## src/rtl/pc_kbd_pkg.sv

```systemverilog
// Shared types and constants for the XT keyboard receiver.
// Optional timeout logic is enabled by the KBD_TIMEOUT_EN macro.
package pc_kbd_pkg;

  typedef enum logic [1:0] {
    IDLE  = 2'd0,
    SHIFT = 2'd1,
    FULL  = 2'd2
  } kbd_state_e;

  localparam int KBD_DATA_BITS = 8;
  localparam logic [3:0] KBD_LAST_BIT = 4'(KBD_DATA_BITS - 1);

endpackage

```

## src/rtl/sync_falling_edge.sv

```systemverilog
// Two-flop synchroniser plus a delay flop; flags a falling edge
// of an asynchronous pin in the clk domain.
module sync_falling_edge (
  input  logic clk_i,
  input  logic rst_i,
  input  logic pin_i,
  output logic fall_o
);

  logic [2:0] sh_q;

  always_ff @(posedge clk_i) begin
    if (rst_i) sh_q <= 3'b111;
    else       sh_q <= {sh_q[1:0], pin_i};
  end

  // sh_q[1] is the synchronised level, sh_q[2] its delayed copy
  assign fall_o = sh_q[2] & ~sh_q[1];

endmodule

```

## src/rtl/kbd_shift_receiver.sv

```systemverilog
// XT keyboard frame deserialiser feeding the port-A tristate buffer.
// Define KBD_TIMEOUT_EN to build the mid-frame timeout and frame_err.
module kbd_shift_receiver
  import pc_kbd_pkg::*;
#(
  parameter int unsigned TIMEOUT_CYCLES = 4096
) (
  input  logic       clk,
  input  logic       reset,
  input  logic       kbd_clk,
  input  logic       kbd_data,
  input  logic       clr,
  input  logic       rd_n,
  output logic [3:0] code_lo,
  output logic [3:0] code_hi,
  output logic       buf_g1_n,
  output logic       buf_g2_n,
  output logic       irq,
  output logic       kbd_clk_inhibit,
  output logic       frame_err
);

  kbd_state_e state_q, state_d;
  logic [7:0] sr_q, sr_d, code_q, code_d;
  logic [7:0] sr_shift;
  logic [3:0] cnt_q, cnt_d;
  logic       irq_q, irq_d;
  logic       inh_q, inh_d;
  logic       ferr_q, ferr_d;
  logic [1:0] dsync_q;
  logic       data_s;
  logic       fall;
  logic       tmo;
  logic       unused_sr0;

  sync_falling_edge u_clk_sync (
    .clk_i  (clk),
    .rst_i  (reset),
    .pin_i  (kbd_clk),
    .fall_o (fall)
  );

  always_ff @(posedge clk) begin
    if (reset) dsync_q <= 2'b11;
    else       dsync_q <= {dsync_q[0], kbd_data};
  end

  assign data_s     = dsync_q[1];
  assign sr_shift   = {data_s, sr_q[7:1]};
  assign unused_sr0 = sr_q[0];

`ifdef KBD_TIMEOUT_EN
  localparam int unsigned TW =
    (TIMEOUT_CYCLES > 1) ? $clog2(TIMEOUT_CYCLES) : 1;
  localparam logic [TW-1:0] TMO_LAST = TW'(TIMEOUT_CYCLES - 1);

  logic [TW-1:0] tmo_q, tmo_d;

  assign tmo = (state_q == SHIFT) && !fall && (tmo_q == TMO_LAST);

  always_comb begin
    tmo_d = tmo_q + 1'b1;
    if (clr || state_q != SHIFT || fall || tmo) tmo_d = '0;
  end

  always_ff @(posedge clk) begin
    if (reset) tmo_q <= '0;
    else       tmo_q <= tmo_d;
  end
`else
  logic unused_tmo;
  assign unused_tmo = ^TIMEOUT_CYCLES;
  assign tmo        = 1'b0;
`endif

  always_ff @(posedge clk) begin
    if (reset) state_q <= IDLE;
    else       state_q <= state_d;
  end

  always_comb begin
    state_d = state_q;
    if (clr) begin
      state_d = IDLE;
    end else begin
      unique case (state_q)
        IDLE:  if (fall && data_s) state_d = SHIFT;
        SHIFT: begin
          if (fall && cnt_q == KBD_LAST_BIT) state_d = FULL;
          else if (tmo)                      state_d = IDLE;
        end
        FULL:    state_d = FULL;
        default: state_d = IDLE;
      endcase
    end
  end

  always_comb begin
    sr_d   = sr_q;
    code_d = code_q;
    cnt_d  = cnt_q;
    irq_d  = irq_q;
    inh_d  = inh_q;
    ferr_d = 1'b0;
    if (clr) begin
      sr_d   = 8'h00;
      code_d = 8'h00;
      cnt_d  = 4'd0;
      irq_d  = 1'b0;
      inh_d  = 1'b0;
    end else begin
      unique case (state_q)
        IDLE: if (fall && data_s) cnt_d = 4'd0;
        SHIFT: begin
          if (fall) begin
            sr_d  = sr_shift;
            cnt_d = cnt_q + 4'd1;
            if (cnt_q == KBD_LAST_BIT) begin
              code_d = sr_shift;
              irq_d  = 1'b1;
              inh_d  = 1'b1;
            end
          end else if (tmo) begin
            sr_d   = 8'h00;
            cnt_d  = 4'd0;
            ferr_d = 1'b1;
          end
        end
        default: ;
      endcase
    end
  end

  always_ff @(posedge clk) begin
    if (reset) begin
      sr_q   <= 8'h00;
      code_q <= 8'h00;
      cnt_q  <= 4'd0;
      irq_q  <= 1'b0;
      inh_q  <= 1'b0;
      ferr_q <= 1'b0;
    end else begin
      sr_q   <= sr_d;
      code_q <= code_d;
      cnt_q  <= cnt_d;
      irq_q  <= irq_d;
      inh_q  <= inh_d;
      ferr_q <= ferr_d;
    end
  end

  assign code_lo         = code_q[3:0];
  assign code_hi         = code_q[7:4];
  assign buf_g1_n        = rd_n;
  assign buf_g2_n        = rd_n;
  assign irq             = irq_q;
  assign kbd_clk_inhibit = inh_q;
  assign frame_err       = ferr_q;

endmodule

```

## config.mk

```make
export PLATFORM = sky130hd
export DESIGN_NAME = kbd_shift_receiver
export DESIGN_NICKNAME = d
export VERILOG_FILES = /design/src/rtl/pc_kbd_pkg.sv /design/src/rtl/sync_falling_edge.sv /design/src/rtl/kbd_shift_receiver.sv
export SDC_FILE = /design/constraint.sdc
export NUM_CORES = 1
export LEC_CHECK = 0
export BUFFER_PORTS_ARGS = -buffer_cell sky130_fd_sc_hd__buf_2
export CAP_MARGIN = 20
export CORE_MARGIN = 2
export CORE_UTILIZATION = 34
export DETAILED_ROUTE_END_ITERATION = 10
export HOLD_SLACK_MARGIN = 0.06
export PLACE_DENSITY = 0.57
export SLEW_MARGIN = 10
export SYNTH_ARGS = -nofsm -noshare
export SYNTH_HDL_FRONTEND = slang
export SYNTH_SLANG_ARGS = --single-unit
```

## constraint.sdc

```tcl
create_clock -name clk -period 4 [get_ports clk]
set_clock_uncertainty 0.05 [all_clocks]
set_input_delay 0.4 -clock clk [delete_from_list [all_inputs] [get_ports clk]]
set_output_delay 0.4 -clock clk [all_outputs]
set_load 0.05 [all_outputs]
```

==> reports/results.tsv, run 1 <==
stage	metric	value	unit
timing	Setup TNS	0	ns
placement	dpl cells	165	
final_layout	fraction of layout cells with a size suffix above 1	22.4	%
cts	CTS Buffer Depth	2	
cts	Sink Count	27	
final_layout	final non-filler cell total	169	
floorplan	die area	3790	um2
cts	post-cts sizing count	0	
logic_synthesis	Synth Area in Compound Gates	7.22	%
logic_synthesis	Post-synth EDFFs	0	
routing	DRC	0	
routing	1st-iter DRT viols	24	
power_and_ir_drop	PD cells	334	nW/um2
final_layout	net count reported at finish	136	
final_layout	fill count	329	
cts	CTS Buf Count	3	
global_routing	pin count of the biggest net entering global routing	17	
routing	antenna viol nets, final	0	
routing	Detailed Routing Iterations Pass 1	5	
hold_path	worst hold start	kbd_clk	
timing	endpoints failing setup	0	
logic_synthesis	Synth top cells by count	dfxtp_1 (27), nor2_1 (22), mux2i_1 (16)	
setup_path	Crit Path Class	reg2reg	
setup_path	startpoint type of the worst setup path	flip-flop	
timing	RSZ-0062 raised after global routing	no	
power_and_ir_drop	Sequential Power Share	66.1	%
power_and_ir_drop	Psw	0.0000956	W
setup_path	crit path from	state_q[1]$_SDFFE_PP0P_	
global_routing	initial antenna violation count	0	
setup_path	crit path max fanout	9	
power_and_ir_drop	Int Power	0.000317	W
timing	Final min period	1.77	ns
power_and_ir_drop	part of the power in combinational logic	4.8	%
logic_synthesis	Synth cell types	27	
job	Max-Cap Viols	0	
logic_synthesis	Gate Count Post-Synth	114	
routing	WL per Instance	10.5	um
floorplan	Core Box Area	3100	um2
logic_synthesis	Seq cells post-synth	27	
global_routing	global route overflow	0	
placement	PortBufs	14	
logic_synthesis	Synth top area share	48.0	%
cts	H-tree Lvls	1	
logic_synthesis	Synth async-reset ratio	0	%
power_and_ir_drop	static leakage	0.530	nW
floorplan	die span in x	61.6	um
status	status	completed	
logic_synthesis	synthesized cell area	1130	um2
global_routing	vias in the first global route	679	
final_layout	Area Overhead vs Synth	9.67	%
global_routing	first-pass GRT wire length	2980	um
logic_synthesis	post-synthesis sequential area ratio	48.0	%
floorplan	FP Rows	20	
routing	vias	760	
logic_synthesis	simple-gate share of the synthesized area	20.0	%
cts	Post-CTS Setup Inserts	0	
logic_synthesis	area leader, netlist	dfxtp_1	
placement	area post-placement	1200	um2
cts	TritonCTS clock tree	yes	
power_and_ir_drop	Clk pwr share	29.1	%
logic_synthesis	top-count cell post-synth	dfxtp_1	
floorplan	Initial Util	36.3	%
cts	clock root buffer	clkbuf_4	
routing	vias per cell	4.50	
hold_path	Worst Hold Class	in2reg	
floorplan	Boundary Pins	19	
timing	Slew Limit Fails	0	
floorplan	die height	61.6	um
power_and_ir_drop	worst vdd ir	0.158	mV
logic_synthesis	main combinational cell family by area after synthesis	simple AND/OR/NAND/NOR gates	
final_layout	antenna cells	0	
timing	WHS	0.194	ns
routing	Post-Route WL	1770	um
timing	maximum clock frequency	565	MHz
logic_synthesis	Main synth FF type	dfxtp_1	
logic_synthesis	adder-cell share of the synthesized area	4.44	%
logic_synthesis	Syn Area/Cell	9.88	um2
logic_synthesis	XOR/XNOR Fraction of Synth Area	0	%
logic_synthesis	mux cell area share after synthesis	14.2	%
final_layout	design area	1230	um2
global_routing	all-layer global routing usage	10.7	%
placement	Final HPWL DP	1290	um
setup_path	CP Capture Type	flip-flop	
setup_path	CP Data Required Time	4.19	ns
power_and_ir_drop	switch share	23.2	%
setup_path	r2r startpoint	state_q[1]$_SDFFE_PP0P_	
logic_synthesis	top cells by area, synth	dfxtp_1 (48%), mux2i_1 (14%), nor2_1 (7.3%)	
timing	Final Cycle Share	44.2	%
cts	Hold-fix buffers, CTS	0	
cts	Reg clk slew, reported paths	0.15	ns
logic_synthesis	Yosys Warn Count	0	
timing	count of final hold-check violations	0	
setup_path	Arr. time, crit path	1.96	ns
logic_synthesis	syn_nets	124	
cts	Worst-Skew Late Latency	0.32	ns
final_layout	Final Core Density	39.8	%
placement	GPL Wtd Cong	0.668	
[flip-flops by register name (all words and copies together), names as in the netlist]
signal / cells
cnt_q: 4
state_q: 2
sr_q: 7
kbd_clk_inhibit: 1
code_q: 8
dsync_q: 2
u_clk_sync.sh_q: 3
[worst max-delay path: stages (launching register included)]
cell	delay (ns)
dfxtp_1	0.34
inv_1	0.09
ha_1	0.32
nand3b_2	0.33
nor2_8	0.30
mux2i_1	0.21
nor2_1	0.05
[metrics by stage]
stage | setup slack, ns | power [W]
2_1_floorplan | 2.55 | 0.000300
3_3_place_gp | 2.18 | 0.000297
3_5_place_dp | 2.21 | 0.000299
4_1_cts | 2.20 | 0.000421
5_1_grt | 2.05 | 0.000434
6_report | 2.23 | 0.000413
[area by class of cell]
| class | instances | area [um2] | area share (%) |
|---|---|---|---|
| repair buffers | 15 | 77.6 | 6.28 |
| flip-flops and latches | 27 | 541 | 43.8 |
| well taps | 44 | 55.1 | 4.46 |
| clock buffers | 3 | 22.5 | 1.82 |
| multi-input cells | 76 | 520 | 42.1 |
| inverters | 3 | 11.3 | 0.912 |
| clock inverters | 1 | 7.51 | 0.608 |
[logic make-up after synthesis]
logic type	after synthesis
buf+inv	11
mux	16
compound gates	14
fa+ha+maj	4
flops	27
simple gates	41
other cells	1
[layer usage]
metal	global-route usage (%)	vias up	routed length, um
li1	-	396	-
met4	5.47	0	31
met5	0	-	0
met1	14.7	342	871
met3	2.73	6	71
met2	15.6	16	794
[power by group through the flow]
stage | Combinational (W) | Sequential (W) | Clock (W)
floorplan | 0.0000213 | 0.000278 | 0
global placement | 0.0000187 | 0.000279 | 0
detailed placement | 0.0000202 | 0.000279 | 0
CTS | 0.0000202 | 0.000273 | 0.000128
global route | 0.0000225 | 0.000273 | 0.000138
finish | 0.0000200 | 0.000273 | 0.000120
[final timing paths]
kind	to	slack, ns	cells after the start
worst min register to register	dsync_q[1]$_SDFF_PP1_	0.38	1
worst min-delay path	u_clk_sync.sh_q[0]$_SDFF_PP1_	0.19	2
worst max-delay path	code_q[6]$_SDFFE_PP0P_	2.23	6
worst max register to register	code_q[6]$_SDFFE_PP0P_	2.23	6
[placed cells by master (no fill, tap or decap)]
| cell | synthesis | routed |
|---|---|---|
| dfxtp_1 | 27 | 27 |
| nor2_1 | 22 | 22 |
| mux2i_1 | 16 | 16 |
| buf_2 | 0 | 14 |
| or2_2 | 5 | 5 |
| a21oi_1 | 5 | 5 |
| o21ai_0 | 4 | 4 |
| nand3_1 | 4 | 4 |
| ha_1 | 4 | 4 |
| inv_1 | 3 | 3 |
| clkbuf_4 | 0 | 3 |
| nand3b_2 | 2 | 2 |
| o21a_1 | 2 | 2 |
| nand2b_1 | 1 | 1 |
| or2_0 | 1 | 1 |
| nor2_8 | 1 | 1 |
| a211o_1 | 1 | 1 |
| nor3b_2 | 1 | 1 |
| a22oi_1 | 1 | 1 |
| or2_1 | 1 | 1 |
| nor2b_1 | 1 | 1 |
| o21ai_1 | 1 | 1 |
| nand3b_1 | 1 | 1 |
| nand2_1 | 1 | 1 |
| conb_1 | 1 | 1 |
| clkinvlp_4 | 0 | 1 |
| buf_4 | 4 | 1 |
Note: power is estimated with default switching activity, not from simulation.
==> inputs of run 2 (changes only) <==
- ABC_AREA: not set -> 1
- PLACE_DENSITY: 0.57 -> 0.58
- clock period: 4 -> 1.4 ns (I/O delays scaled with it)
==> run 2 against run 1 <==
Flip-flop and latch count stayed put. Power grew to 3.2 times the previous value. Combinational power rose to 8.4 times the previous value. Fmax up 36%. Critical path type unchanged.
==> reports/results.tsv, run 2 <==
stage	metric	value	unit
global_routing	global route overflow	0	
logic_synthesis	Main synth FF type	dfxtp_1	
power_and_ir_drop	Int Power	0.000963	W
global_routing	initial antenna violation count	0	
cts	H-tree Lvls	1	
timing	maximum clock frequency	769	MHz
setup_path	CP Capture Type	flip-flop	
placement	area post-placement	1320	um2
setup_path	Arr. time, crit path	1.48	ns
cts	CTS Buffer Depth	2	
routing	DRC	0	
logic_synthesis	synthesized cell area	1180	um2
timing	RSZ-0062 raised after global routing	no	
logic_synthesis	Synth async-reset ratio	0	%
placement	PortBufs	14	
timing	Slew Limit Fails	0	
logic_synthesis	main combinational cell family by area after synthesis	simple AND/OR/NAND/NOR gates	
logic_synthesis	Post-synth EDFFs	0	
cts	TritonCTS clock tree	yes	
setup_path	r2r startpoint	cnt_q[0]$_SDFFE_PP0P_	
final_layout	leading registers by flop count	code_q x8, sr_q x7, cnt_q x4	
routing	Detailed Routing Iterations Pass 1	4	
status	status	completed	
final_layout	max FFs per register	8	
setup_path	CP Data Required Time	1.58	ns
setup_path	startpoint type of the worst setup path	flip-flop	
setup_path	Crit Path Class	reg2reg	
floorplan	die span in x	62.9	um
setup_path	RR Endpoint	state_q[1]$_SDFFE_PP0P_	
timing	Final min period	1.30	ns
cts	Sink Count	27	
final_layout	most frequent cells in the layout	nor2_1 (26), dfxtp_1 (24), nand2_1 (22)	
cts	CTS Buf Count	3	
final_layout	fraction of layout cells with a size suffix above 1	31.8	%
logic_synthesis	mux cell area share after synthesis	0	%
routing	1st-iter DRT viols	37	
setup_path	reg2reg setup slack	0.1	ns
logic_synthesis	Seq cells post-synth	27	
logic_synthesis	area leader, netlist	dfxtp_1	
final_layout	Most flops, register	code_q	
cts	Post-CTS Setup Inserts	0	
global_routing	all-layer global routing usage	11.8	%
floorplan	die area	3950	um2
setup_path	worst setup path end	state_q[1]$_SDFFE_PP0P_	
timing	Final WS setup	0.100	ns
routing	vias per cell	4.66	
logic_synthesis	Synth top cells by count	dfxtp_1 (27), nor2_1 (26), nand2_1 (24)	
setup_path	Worst R2R Path Depth	8	
timing	WHS	0.166	ns
timing	count of final hold-check violations	0	
floorplan	die height	62.9	um
power_and_ir_drop	PD cells	911	nW/um2
timing	Setup TNS	0	ns
job	Max-Cap Viols	0	
logic_synthesis	Yosys Warn Count	0	
hold_path	Worst Hold Class	in2reg	
logic_synthesis	Synth Area in Compound Gates	7.22	%
logic_synthesis	adder-cell share of the synthesized area	4.25	%
floorplan	FP Rows	21	
setup_path	crit path max fanout	4	
power_and_ir_drop	Psw	0.000344	W
global_routing	vias in the first global route	910	
timing	Final Cycle Share	92.9	%
power_and_ir_drop	static leakage	0.573	nW
logic_synthesis	Synth cell types	25	
logic_synthesis	syn_nets	160	
power_and_ir_drop	part of the power in combinational logic	12.9	%
placement	GPL Wtd Cong	0.786	
final_layout	antenna cells	0	
cts	Reg clk slew, reported paths	0.16	ns
logic_synthesis	simple-gate share of the synthesized area	33.5	%
logic_synthesis	Syn Area/Cell	7.86	um2
logic_synthesis	XOR/XNOR Fraction of Synth Area	0	%
power_and_ir_drop	Final Total Pwr	0.00131	W
floorplan	Initial Util	35.3	%
power_and_ir_drop	Sequential Power Share	60.5	%
routing	antenna viol nets, final	0	
global_routing	first-pass GRT wire length	3750	um
floorplan	Boundary Pins	19	
power_and_ir_drop	switch share	26.3	%
cts	Worst-Skew Late Latency	0.33	ns
final_layout	commonest non-fill, non-tap cell in the layout	nor2_1	
final_layout	net count reported at finish	184	
timing	endpoints failing setup	0	
final_layout	Area Overhead vs Synth	21.8	%
floorplan	Core Box Area	3340	um2
routing	vias	1020	
placement	Final HPWL DP	1590	um
logic_synthesis	Gate Count Post-Synth	150	
setup_path	crit path from	cnt_q[0]$_SDFFE_PP0P_	
logic_synthesis	post-synthesis sequential area ratio	45.9	%
final_layout	design area	1440	um2
cts	clock root buffer	clkbuf_4	
placement	DP Worst Slack	0.0258	ns
power_and_ir_drop	Clk pwr share	26.6	%
power_and_ir_drop	worst vdd ir	0.476	mV
routing	WL per Instance	10.3	um
routing	Post-Route WL	2250	um
global_routing	pin count of the biggest net entering global routing	17	
logic_synthesis	top cells by area, synth	dfxtp_1 (46%), nor2_1 (8.3%), nand2_1 (7.6%)	
logic_synthesis	top-count cell post-synth	dfxtp_1	
logic_synthesis	Synth top area share	45.9	%
## run 2: cell count changes after synthesis, sizes merged, moves of 3 or more
cell	change
nand3	+12
mux2i	-16
a21oi	+4
inv	+9
nor2	+6
nand2	+26
o21ai	+3
## run 2: worst min-delay path by stage
stage	endpoint	cells past startpoint	slack, ns	start
5_1_grt	state_q[0]$_SDFFE_PP0P_	5	0.17	clr
4_1_cts	state_q[1]$_SDFFE_PP0P_	5	0.17	clr
2_1_floorplan	dsync_q[0]$_SDFF_PP1_	1	0.19	kbd_data
3_3_place_gp	buf_g2_n	0	0.23	rd_n
3_5_place_dp	buf_g2_n	0	0.23	rd_n
6_report	cnt_q[1]$_SDFFE_PP0P_	5	0.17	clr
## run 2: logic make-up after synthesis
family	count (synthesis)
AO/OA/AOI/OAI	17
other	1
adder cells (fa/ha/maj)	4
AND/OR/NAND/NOR	80
flip-flops	27
buffers and inverters	21
## run 2: timing repair
| item | in CTS | in global routing |
|---|---|---|
| endpoints found under the setup margin | 0 | 22 |
| hold buffers | 3 | 0 |
| gates resized for setup | 0 | 15 |
| hold endpoints to repair | 5 | 0 |
## run 2: per-stage QoR
step | std cells | utilization [%]
after CTS | 218 | 41.2
final | 219 | 43.0
after global routing | 219 | 43.0
after floorplan | 150 | -
after global placement | 211 | 39.4
after detailed placement | 211 | 39.4
## run 2: area by class of cell
class                      instances  area [um2]
clock buffer                       3        22.5
clock inverter                     1        7.51
fill                             356        1900
inverter                          14        57.6
multi-input combinational        103         586
sequential                        27         544
tap                               46        57.6
timing repair buffer              25         160
## run 2: power by group through the flow
stage,logic [W],clock network [W],registers (W)
CTS,0.000152,0.000361,0.000789
global placement,0.000141,0,0.000805
finish,0.000168,0.000348,0.000791
global route,0.000191,0.000389,0.000792
floorplan,0.000132,0,0.000804
detailed placement,0.000145,0,0.000805
## run 2: worst max-delay path: stages, from the launching register on
cell and delay [ns]:
dfxtp_1 0.37, ha_1 0.19, nand2_1 0.09, inv_2 0.11, nand3_1 0.11, nand2_2 0.11
nand3_1 0.07, nand2_1 0.06, nor2_1 0.03
## run 2: routing by layer
layer	GRT usage, %	routed length (um)	share of wire, %
met2	19.5	1050	47
met5	0	0	0
met1	14.5	1040	46
met4	3.33	23	1.0
met3	3.78	131	5.8
==> inputs of run 3 (changes only) <==
- PLACE_DENSITY: 0.58 -> 0.59
- SYNTH_HIERARCHICAL: not set -> 1
==> run 3 against run 2 <==
Synthesized cell count increased by 1.3%. Via count decreased by 8.8%. Clock-buffer cell count unchanged. Clock power decreased by 7.2%. Flip-flop and latch count unchanged. Critical path depth decreased by 3. Core utilization increased by 1.9 points. Hold slack improved by 0.016 ns. Combinational power decreased by 20%. Global-route usage increased by 0.56 points. Die area decreased by 4.2%. Sequential share of layout area increased by 1.3 points. Critical path type is now in2reg.
==> reports/results.tsv, run 3 <==
stage	metric	value	unit
placement	PortBufs	14	
global_routing	vias in the first global route	836	
setup_path	Crit Path Class	in2reg	
floorplan	FP Rows	20	
floorplan	die height	61.6	um
logic_synthesis	Syn Area/Cell	7.41	um2
routing	DRC	0	
status	status	completed	
final_layout	leading registers by flop count	code_q x8, sr_q x7, cnt_q x4	
cts	Post-CTS Setup Inserts	0	
floorplan	Core Box Area	3100	um2
timing	Final min period	1.31	ns
global_routing	all-layer global routing usage	12.3	%
setup_path	CP Data Required Time	1.57	ns
routing	antenna viol nets, final	0	
setup_path	reg2reg setup slack	0.12	ns
logic_synthesis	Seq cells post-synth	27	
logic_synthesis	area leader, netlist	dfxtp_1	
global_routing	pin count of the biggest net entering global routing	16	
logic_synthesis	Yosys Warn Count	6	
timing	endpoints failing setup	0	
routing	Detailed Routing Iterations Pass 1	4	
power_and_ir_drop	switch share	24.4	%
setup_path	startpoint type of the worst setup path	input pin	
cts	H-tree Lvls	1	
timing	maximum clock frequency	762	MHz
logic_synthesis	Synth cell types	19	
logic_synthesis	Main synth FF type	dfxtp_1	
final_layout	final non-filler cell total	221	
setup_path	delay-heaviest family, CP	buffers and inverters	
final_layout	Most flops, register	code_q	
global_routing	first-pass GRT wire length	3540	um
routing	vias per cell	4.21	
floorplan	Initial Util	36.3	%
logic_synthesis	Post-synth EDFFs	0	
placement	Final HPWL DP	1560	um
cts	CTS Buf Count	3	
cts	Reg clk slew, reported paths	0.14	ns
cts	clock root buffer	clkbuf_4	
logic_synthesis	syn_nets	162	
setup_path	crit path from	reset	
routing	1st-iter DRT viols	17	
power_and_ir_drop	Sequential Power Share	63.3	%
global_routing	global route overflow	0	
cts	Sink Count	27	
final_layout	most frequent cells in the layout	nand2_1 (45), dfxtp_1 (24), inv_1 (19)	
power_and_ir_drop	Int Power	0.000942	W
setup_path	Critical-path top delay cell	dlygate4sd3_1	
timing	Slew Limit Fails	0	
floorplan	Boundary Pins	19	
final_layout	commonest non-fill, non-tap cell in the layout	nand2_1	
logic_synthesis	top-count cell post-synth	nand2_1	
final_layout	antenna cells	0	
setup_path	Arr. time, crit path	1.48	ns
timing	Final Cycle Share	93.7	%
timing	RSZ-0062 raised after global routing	no	
setup_path	CP max stage delay	0.55	ns
cts	CTS Buffer Depth	2	
power_and_ir_drop	Psw	0.000304	W
setup_path	RR Endpoint	cnt_q[1]$_SDFFE_PP0P_	
final_layout	max FFs per register	8	
timing	Setup TNS	0	ns
routing	WL per Instance	9.36	um
logic_synthesis	post-synthesis sequential area ratio	48.0	%
logic_synthesis	Synth async-reset ratio	0	%
logic_synthesis	synthesized cell area	1130	um2
final_layout	net count reported at finish	188	
floorplan	die span in x	61.6	um
cts	TritonCTS clock tree	yes	
cts	Worst-Skew Late Latency	0.31	ns
setup_path	Most common cell on crit path	dlygate4sd3_1	
final_layout	Area Overhead vs Synth	23.7	%
setup_path	worst setup path end	u_clk_sync/sh_q[0]$_SDFF_PP1_	
placement	GPL Wtd Cong	0.729	
power_and_ir_drop	PD cells	895	nW/um2
setup_path	r2r startpoint	state_q[1]$_SDFFE_PP0P_	
global_routing	initial antenna violation count	0	
logic_synthesis	Synth top area share	48.0	%
setup_path	CP Capture Type	flip-flop	
final_layout	fraction of layout cells with a size suffix above 1	24.3	%
timing	count of final hold-check violations	0	
power_and_ir_drop	worst vdd ir	0.453	mV
setup_path	CP Cell Sequence	dlygate4sd3_1 > buf_2 > inv_1 > nand2_1 > dlygate4sd3_1	
floorplan	die area	3790	um2
hold_path	Worst Hold Class	in2reg	
routing	Post-Route WL	2070	um
logic_synthesis	top cells by area, synth	dfxtp_1 (48%), nand2_1 (15%), a21oi_1 (7.6%)	
power_and_ir_drop	part of the power in combinational logic	10.8	%
setup_path	Worst R2R Path Depth	10	
setup_path	crit path max fanout	4	
setup_path	Buf/Inv on CP	4	
power_and_ir_drop	static leakage	0.612	nW
logic_synthesis	Gate Count Post-Synth	152	
routing	vias	930	
logic_synthesis	Synth top cells by count	nand2_1 (46), dfxtp_1 (27), inv_1 (20)	
job	Max-Cap Viols	0	
power_and_ir_drop	Clk pwr share	25.9	%
setup_path	critical path depth in cells	5	
placement	dpl cells	213	
## run 3: per-layer routing
metal  wire (um)  part of all wire, %  vias up  track usage (%)
li1            -                    -      517                -
met1        1050                   51      401             16.6
met2         949                   46       12             19.8
met3          68                  3.3        0             2.94
met4           0                    0        0             3.04
met5           0                    0        -                0
## run 3: worst reg2reg max path, delay by kind of cell (launching register included)
kind	cells	cell delay, ns
fa+ha+maj	1	0.19
buf+inv	3	0.20
flops	1	0.37
simple gates	6	0.39
## run 3: final cells by class
class                   count  area [um2]
fillers                   327        1710
flip-flops and latches     27         547
multi-input cells          98         505
repair buffers             26         170
inverters                  22        87.6
well taps                  44        55.1
clock buffers               3        22.5
clock inverters             1        5.00
## run 3: timing repair
item / 4_1_cts / 5_1_grt
hold endpoints to repair: 5 / 0
setup endpoints to repair: 0 / 16
hold buffers: 4 / 0
resized for setup: 0 / 14
## run 3: kinds of logic (layout without fill, tap and decap cells)
logic type                 after synthesis  count (layout)  synth area share [%]
DFF                                     27              27                  48.0
buffers and inverters                   27              52                  10.9
adders and majority gates                4               4                  4.44
other                                    1               1                 0.333
AOI/OAI and AO/OA                       21              21                  9.56
and+or+nand+nor                         72              72                  26.8
## run 3: through the flow
| step | hold slack, ns | utilization, % | worst slack (ns) | power, W | cell area [um2] |
|---|---|---|---|---|---|
| 6_report | 0.181 | 44.9 | 0.0882 | 0.00125 | 1390 |
| 5_1_grt | 0.190 | 44.9 | 0.00404 | 0.00132 | 1390 |
| 4_1_cts | 0.174 | 43.3 | 0.0135 | 0.00125 | 1340 |
| 3_5_place_dp | 0.231 | 41.1 | 0.0326 | 0.000916 | 1280 |
| 3_3_place_gp | 0.231 | 41.1 | 0.0981 | 0.000910 | 1280 |
| 2_1_floorplan | 0.175 | - | 0.136 | 0.000903 | 1130 |
## run 3: how the worst min path moves through the flow
stage,start,to,slack [ns],depth (start not counted)
global placement,rd_n,buf_g2_n,0.23,0
global route,clr,cnt_q[2]$_SDFFE_PP0P_,0.19,6
finish,clr,cnt_q[2]$_SDFFE_PP0P_,0.18,6
CTS,clr,cnt_q[2]$_SDFFE_PP0P_,0.17,6
floorplan,kbd_clk,u_clk_sync/sh_q[0]$_SDFF_PP1_,0.17,2
detailed placement,rd_n,buf_g2_n,0.23,0
## run 3: power groups by stage
stage | registers, W | clock network, W | logic (W)
3_3_place_gp | 0.000804 | 0 | 0.000106
3_5_place_dp | 0.000804 | 0 | 0.000112
6_report | 0.000789 | 0.000323 | 0.000134
4_1_cts | 0.000788 | 0.000347 | 0.000120
5_1_grt | 0.000791 | 0.000378 | 0.000153
2_1_floorplan | 0.000803 | 0 | 0.000100
